[src/rtl/mult_v3.sv]
// mult_v3: colour-matrix stage for the de/hs/vs video stream.
//
// Each output channel j is
//   clip(((sum_i coe[j][i]*di[i]) + (off[j] << COE_FRAC) + half) >>> COE_FRAC)
// where the coefficients are signed fixed point, di is unsigned, and clip
// saturates to [0, 2^PIXEL_WIDTH-1]. The latency is a fixed 4 cycles.
//
// Coefficients, offsets and bypass are double-buffered. coe_wr_i loads the
// shadow set. A vs_i rising edge copies the shadow set into the active set,
// so a frame is always processed with one consistent set.
//
// Ports:
//   clk, rst            clock, synchronous active-high reset
//   coe_i               coefficient (j,i) at [(j*CH_COUNT+i)*COE_WIDTH +: COE_WIDTH]
//   off_i               offset j at [j*OFF_WIDTH +: OFF_WIDTH], integer pixel units
//   bypass_i            requested bypass mode
//   coe_wr_i            strobe that captures coe_i/off_i/bypass_i into the shadow set
//   di_i                input pixel, channel 0 in the LSBs
//   de_i, hs_i, vs_i    input video strobes
//   do_o                output pixel
//   de_o, hs_o, vs_o    strobes delayed to match do_o
//   sat_cnt_o           saturated channel samples in the last completed frame
module mult_v3 #(
  parameter int CH_COUNT    = 3,
  parameter int PIXEL_WIDTH = 8,
  parameter int COE_WIDTH   = 16,
  parameter int COE_FRAC    = 10,
  parameter int OFF_WIDTH   = 10
) (
  input  logic                                   clk,
  input  logic                                   rst,
  input  logic [CH_COUNT*CH_COUNT*COE_WIDTH-1:0] coe_i,
  input  logic [CH_COUNT*OFF_WIDTH-1:0]          off_i,
  input  logic                                   bypass_i,
  input  logic                                   coe_wr_i,
  input  logic [CH_COUNT*PIXEL_WIDTH-1:0]        di_i,
  input  logic                                   de_i,
  input  logic                                   hs_i,
  input  logic                                   vs_i,
  output logic [CH_COUNT*PIXEL_WIDTH-1:0]        do_o,
  output logic                                   de_o,
  output logic                                   hs_o,
  output logic                                   vs_o,
  output logic [31:0]                            sat_cnt_o
);

  localparam int CW     = CH_COUNT * CH_COUNT * COE_WIDTH;
  localparam int OW     = CH_COUNT * OFF_WIDTH;
  localparam int DW     = CH_COUNT * PIXEL_WIDTH;
  localparam int PROD_W = PIXEL_WIDTH + 1 + COE_WIDTH;
  localparam int ACC_W  = PIXEL_WIDTH + COE_WIDTH + 1 + $clog2(CH_COUNT);
  localparam int RES_W  = ACC_W - COE_FRAC;
  localparam int INC_W  = $clog2(CH_COUNT + 1);

  localparam logic signed [ACC_W-1:0] RND_C   = ACC_W'(1 << (COE_FRAC - 1));
  localparam logic signed [RES_W-1:0] PIX_MAX = RES_W'((1 << PIXEL_WIDTH) - 1);

  function automatic logic [CW-1:0] identity_coe();
    logic [CW-1:0] r;
    r = '0;
    for (int j = 0; j < CH_COUNT; j++)
      r[(j*CH_COUNT+j)*COE_WIDTH +: COE_WIDTH] = COE_WIDTH'(1 << COE_FRAC);
    return r;
  endfunction

  localparam logic [CW-1:0] COE_ID = identity_coe();

  // Coefficient sets
  logic [CW-1:0] coe_sh_q, coe_act_q;
  logic [OW-1:0] off_sh_q, off_act_q;
  logic          byp_sh_q, byp_act_q;
  logic          vs_in_q;
  logic          vs_rise;

  // vs_in_q resets to 1 so that a vs_i still high after a mid-frame reset is
  // not mistaken for the start of a new frame.
  assign vs_rise = vs_i & ~vs_in_q;

  always_ff @(posedge clk) begin
    if (rst) begin
      coe_sh_q  <= COE_ID;
      off_sh_q  <= '0;
      byp_sh_q  <= 1'b0;
      coe_act_q <= COE_ID;
      off_act_q <= '0;
      byp_act_q <= 1'b0;
      vs_in_q   <= 1'b1;
    end else begin
      // The active set always takes the shadow value from before this edge,
      // so a coincident write only lands in the shadow.
      if (vs_rise) begin
        coe_act_q <= coe_sh_q;
        off_act_q <= off_sh_q;
        byp_act_q <= byp_sh_q;
      end
      if (coe_wr_i) begin
        coe_sh_q <= coe_i;
        off_sh_q <= off_i;
        byp_sh_q <= bypass_i;
      end
      vs_in_q <= vs_i;
    end
  end

  // Datapath
  logic signed [PROD_W-1:0] prod_d  [CH_COUNT*CH_COUNT];
  logic signed [PROD_W-1:0] prod_q  [CH_COUNT*CH_COUNT];
  logic signed [ACC_W-1:0]  sum_d   [CH_COUNT];
  logic signed [ACC_W-1:0]  sum_q   [CH_COUNT];
  logic signed [ACC_W-1:0]  rnd_acc [CH_COUNT];
  logic signed [RES_W-1:0]  res_d   [CH_COUNT];
  logic signed [RES_W-1:0]  res_q   [CH_COUNT];
  logic [DW-1:0]            do_d, do_q;
  logic [CH_COUNT-1:0]      sat_d, sat_q;
  logic [DW-1:0]            di1_q, di2_q, di3_q;
  logic                     byp1_q, byp2_q, byp3_q;
  logic [3:0]               de_sr_q, hs_sr_q, vs_sr_q;

  // S1: products, di zero-extended to a non-negative signed operand
  always_comb begin
    for (int j = 0; j < CH_COUNT; j++)
      for (int i = 0; i < CH_COUNT; i++)
        prod_d[j*CH_COUNT+i] =
          PROD_W'($signed(coe_act_q[(j*CH_COUNT+i)*COE_WIDTH +: COE_WIDTH])) *
          PROD_W'($signed({1'b0, di_i[i*PIXEL_WIDTH +: PIXEL_WIDTH]}));
  end

  // S2: channel sum
  always_comb begin
    for (int j = 0; j < CH_COUNT; j++) begin
      sum_d[j] = '0;
      for (int i = 0; i < CH_COUNT; i++)
        sum_d[j] = sum_d[j] + ACC_W'(prod_q[j*CH_COUNT+i]);
    end
  end

  // S3: offset, round half-up, drop fractional bits
  always_comb begin
    for (int j = 0; j < CH_COUNT; j++) begin
      rnd_acc[j] = sum_q[j]
                 + (ACC_W'($signed(off_act_q[j*OFF_WIDTH +: OFF_WIDTH])) <<< COE_FRAC)
                 + RND_C;
      res_d[j]   = RES_W'(rnd_acc[j] >>> COE_FRAC);
    end
  end

  // S4: saturation; flags only count for valid pixels (stage-3 de)
  always_comb begin
    do_d  = '0;
    sat_d = '0;
    for (int j = 0; j < CH_COUNT; j++) begin
      if (res_q[j][RES_W-1]) begin
        do_d[j*PIXEL_WIDTH +: PIXEL_WIDTH] = '0;
        sat_d[j] = de_sr_q[2];
      end else if (res_q[j] > PIX_MAX) begin
        do_d[j*PIXEL_WIDTH +: PIXEL_WIDTH] = '1;
        sat_d[j] = de_sr_q[2];
      end else begin
        do_d[j*PIXEL_WIDTH +: PIXEL_WIDTH] = res_q[j][PIXEL_WIDTH-1:0];
      end
    end
    if (byp3_q) begin
      do_d  = di3_q;
      sat_d = '0;
    end
  end

  always_ff @(posedge clk) begin
    if (rst) begin
      for (int k = 0; k < CH_COUNT*CH_COUNT; k++) prod_q[k] <= '0;
      for (int j = 0; j < CH_COUNT; j++) begin
        sum_q[j] <= '0;
        res_q[j] <= '0;
      end
      di1_q   <= '0;
      di2_q   <= '0;
      di3_q   <= '0;
      byp1_q  <= 1'b0;
      byp2_q  <= 1'b0;
      byp3_q  <= 1'b0;
      do_q    <= '0;
      sat_q   <= '0;
      de_sr_q <= 4'b0000;
      hs_sr_q <= 4'b1111;
      vs_sr_q <= 4'b0000;
    end else begin
      prod_q  <= prod_d;
      sum_q   <= sum_d;
      res_q   <= res_d;
      di1_q   <= di_i;
      di2_q   <= di1_q;
      di3_q   <= di2_q;
      byp1_q  <= byp_act_q;
      byp2_q  <= byp1_q;
      byp3_q  <= byp2_q;
      do_q    <= do_d;
      sat_q   <= sat_d;
      de_sr_q <= {de_sr_q[2:0], de_i};
      hs_sr_q <= {hs_sr_q[2:0], hs_i};
      vs_sr_q <= {vs_sr_q[2:0], vs_i};
    end
  end

  // Saturation counter
  logic [INC_W-1:0] inc;
  logic [32:0]      cnt_sum;
  logic [31:0]      cnt_d, cnt_q, sat_cnt_q;
  logic             capture;
  logic             frame_ok_q;

  always_comb begin
    inc = '0;
    for (int j = 0; j < CH_COUNT; j++)
      inc = inc + INC_W'(sat_q[j] & de_sr_q[3]);
    cnt_sum = {1'b0, cnt_q} + 33'(inc);
    cnt_d   = cnt_sum[32] ? 32'hFFFF_FFFF : cnt_sum[31:0];
  end

  // vs_o is about to fall: the current output cycle is the last of the frame.
  assign capture = vs_sr_q[3] & ~vs_sr_q[2];

  // frame_ok_q marks a frame that began with a real vs_i rise, so a frame
  // cut short by reset never publishes a count.
  always_ff @(posedge clk) begin
    if (rst) begin
      cnt_q      <= '0;
      sat_cnt_q  <= '0;
      frame_ok_q <= 1'b0;
    end else if (capture) begin
      cnt_q      <= '0;
      if (frame_ok_q) sat_cnt_q <= cnt_d;
      frame_ok_q <= vs_rise;
    end else begin
      cnt_q      <= cnt_d;
      if (vs_rise) frame_ok_q <= 1'b1;
    end
  end

  assign do_o      = do_q;
  assign de_o      = de_sr_q[3];
  assign hs_o      = hs_sr_q[3];
  assign vs_o      = vs_sr_q[3];
  assign sat_cnt_o = sat_cnt_q;

endmodule

[config.mk]
export PLATFORM = sky130hd
export DESIGN_NAME = mult_v3
export DESIGN_NICKNAME = d
export VERILOG_FILES = /design/src/rtl/mult_v3.sv
export SDC_FILE = /design/constraint.sdc
export NUM_CORES = 2
export LEC_CHECK = 0
export CAP_MARGIN = 15
export CORE_MARGIN = 2
export CORE_UTILIZATION = 50
export CTS_CLUSTER_SIZE = 16
export DETAILED_ROUTE_END_ITERATION = 8
export PLACE_DENSITY = 0.72
export SETUP_SLACK_MARGIN = 0.02
export SKIP_LAST_GASP = 1
export SLEW_MARGIN = 20
export SYNTH_ARGS = -nofsm -noshare
export SYNTH_HDL_FRONTEND = slang
export SYNTH_SLANG_ARGS = --single-unit
export TNS_END_PERCENT = 30
[constraint.sdc]
create_clock -name clk -period 6.05 [get_ports clk]
set_input_delay 0.9075 -clock clk [delete_from_list [all_inputs] [get_ports clk]]
set_output_delay 0.9075 -clock clk [all_outputs]
set_load 0.01 [all_outputs]
==> qor.yml <==
drive_gt1_frac: 0.0463
finalCriticalPeriod_ns: 5.43
max_freq_mhz: 184
antenna_found_initial: 8
synth_cells: 8401
synthTopCellsByArea: "fa_1 (27%), dfxtp_1 (23%), ha_1 (9.7%), inv_1 (6.9%), and2_1 (5.5%)"
die_area_um2: 152000
syn_to_final_growth_pct: 11.7
num_rows: 141
worstSetupEndpointType: "flip-flop"
drc_errors: 0
clkSlewWorstSetupHoldPaths_ns: 0.06
synth_cell_types: 72
rsz0062_at_grt: "false"
drt_iter0_markers: 3224
grt_usage: 0.250
detail-route-antenna-nets: 0
ios: 264
peakVddDrop_mv: 0.254
max_slew_margin: 0.344
wl_met3_um: 10300
slew_viol_final: 0
yosys_warnings: 0
initial_core_util: 0.504
ys_seq_elements: 860
period_share: 0.897
setup_slack_ns: 0.624
overflow: 0
grt_max_degree: 191
status: "finished clean"
fillers: 13100
hold_viol_final: 0
critPathArrivalTime_ns: 6.04
cts_root_buf: "clkbuf_16"
ys.flop_type: "dfxtp_1"
dp_slack_ns: -0.0643
required_ns: 6.66
hp-class: "reg2reg"
final_cells: 10600
synth-edff-count: 0
clock-sinks: 860
post-cts-setup-buffers: 0
dieWidth_um: 390
fin_nets: 10300
wl_per_cell_um: 17.7
multi_input_area_um2: 50700
yosysTopAreaCell: "fa_1"
netlist_area_um2: 74500
first_global_vias: 57800
clock_path_buffers: 3
cp_max_fo: 39
max_cap_violations: 0
dpl.hpwl_um: 149000
drt_pass1_iterations: 5
highest-signal-layer: "met4"
setup_viol: 0
worstMarginPinSlew_ns: 0.984
drt_wl_total_um: 187000
p_per_area_nw_per_um2: 175
vias: 55500
syn_avg_cell_area_um2: 8.87
dp_cells: 10400
vias_per_cell: 5.25
die_y_um: 390
synth_top_cell_area_share: 0.267
crit_type: "in2reg"
io_buffer_count: 263
drt-met1-wl_um: 83100
synth_nets: 10200
cts_buffers: 94
async_reset_ff_frac: 0
gp_congestion: 0.933
cts_resized: 0
postCtsHoldBufs: 0
grt_pass1_wl_um: 305000
finClkSkew_ns: 0.0419
clk_latency_ns: 0.73
cts_tree: "done"
startpoint_type: "primary input"
core_um2: 148000
p_leak_uw: 0.0415
synth-seq-area-share: 0.231
regArea_um2: 17200
h-tree-depth: 3
wl_met2_um: 86700
-- cell type report --
class / instances / share of cell area
Multi-Input combinational cell: 5789 / 0.610
Sequential cell: 860 / 0.207
Inverter: 1370 / 0.0618
Timing Repair Buffer: 452 / 0.0531
Clock buffer: 122 / 0.0318
Tap cell: 1930 / 0.0290
Clock inverter: 54 / 0.00755
Antenna cell: 1 / 0.0000301
-- layout by cell type, fill, tap and decap left out, types with 94 or more instances in the layout --
cell,synthesis,layout
and2_1,654,654
a21oi_1,415,415
mux2i_1,177,177
o21ai_0,131,131
dfxtp_1,860,860
nor2_1,660,660
buf_4,0,157
nor2b_1,177,176
ha_1,575,575
clkbuf_16,0,94
clkdlybuf4s50_1,0,253
inv_1,1370,1370
fa_1,995,995
xnor2_1,180,180
xor2_1,126,126
nand2_1,999,999
a21o_1,129,129
-- metal layers --
layer  up-vias  GRT usage
li1      26400          -
met1     27300      0.341
met2      1499      0.411
met3       305     0.0300
met4         0     0.0881
met5         -          0
-- synthesized netlist by cell type, types with 14 or more instances --
cell      number
nand2b_1      26
buf_1         38
nand4_1       32
nor2b_1      177
inv_1       1370
a211oi_1      54
fa_1         995
and3_1        25
clkbuf_1     341
ha_1         575
a21oi_1      415
o31ai_1       14
a21o_1       129
o21a_1        47
nor2_1       660
nand2_1      999
a31oi_1       29
nor4_1        17
o21bai_1      33
dfxtp_1      860
mux2i_1      177
nand3_1       47
xor2_1       126
xnor2_1      180
o211ai_1      16
nor3_1        60
and2_1       654
o21ai_0      131
-- per-stage QoR --
stage	instance area (um2)	power (uW)	hold slack (ns)	setup TNS (ns)	util
detailed placement	79900	8590	0.395	-0.221	0.541
finish	83200	14500	0.406	0	0.563
global route	83200	15200	0.423	0	0.563
global placement	79900	8540	0.392	-0.0603	0.541
CTS	83200	14600	0.408	0	0.563
floorplan	74500	7660	0.389	0	-
-- path summary, 6_finish.rpt --
check / startpoint / end / slack (ns) / depth (start not counted)
max reg2reg: coe_act_q[100]$_SDFFE_PP0P_ / prod_q[68]$_SDFF_PP0_ / 0.85 / 20
min: hs_sr_q[2]$_SDFF_PP1_ / hs_sr_q[3]$_SDFF_PP1_ / 0.41 / 1
max: di_i[19] / prod_q[173]$_SDFF_PP0_ / 0.62 / 19
min reg2reg: hs_sr_q[2]$_SDFF_PP1_ / hs_sr_q[3]$_SDFF_PP1_ / 0.41 / 1
-- cell families (layout without fill, tap and decap cells) --
| kind of cell | after synthesis | count (layout) | synth area share |
|---|---|---|---|
| xor+xnor | 306 | 306 | 0.0360 |
| buf+inv | 1752 | 1998 | 0.0883 |
| mux | 183 | 183 | 0.0247 |
| compound gates | 980 | 980 | 0.0819 |
| fa+ha+maj | 1570 | 1570 | 0.364 |
| other cells | 0 | 1 | 0 |
| flops | 860 | 860 | 0.231 |
| simple gates | 2750 | 2750 | 0.174 |
-- flip-flops by register name, summed over array words and instances, names as in the netlist, 24 cells and up --
signal     cells
sat_cnt_o     32
res_q         51
cnt_q         32
coe_sh_q     144
coe_act_q    144
off_act_q     30
sum_q         54
prod_q       225
di1_q         24
di3_q         24
do_o          24
off_sh_q      30
di2_q         24
-- report_power, final --
group | internal, uW | total, uW | switching, uW
sequential | 5940 | 6150 | 209
clock | 3440 | 6030 | 2590
combinational | 977 | 2340 | 1360
total | 10400 | 14500 | 4160
-- worst max-delay path, stage by stage --
cell             delay, ns
clkdlybuf4s50_1       0.52
buf_12                0.24
nand2_1               0.11
fa_1                  0.53
fa_1                  0.56
inv_1                 0.05
fa_1                  0.47
inv_1                 0.05
fa_1                  0.48
inv_1                 0.04
ha_1                  0.28
o21a_1                0.21
o21ai_0               0.16
nand2b_1              0.11
a41oi_2               0.24
o21ai_1               0.16
a2111oi_0             0.49
nor3_1                0.11
mux2_2                0.29
Power figures use the tool's default switching activity.
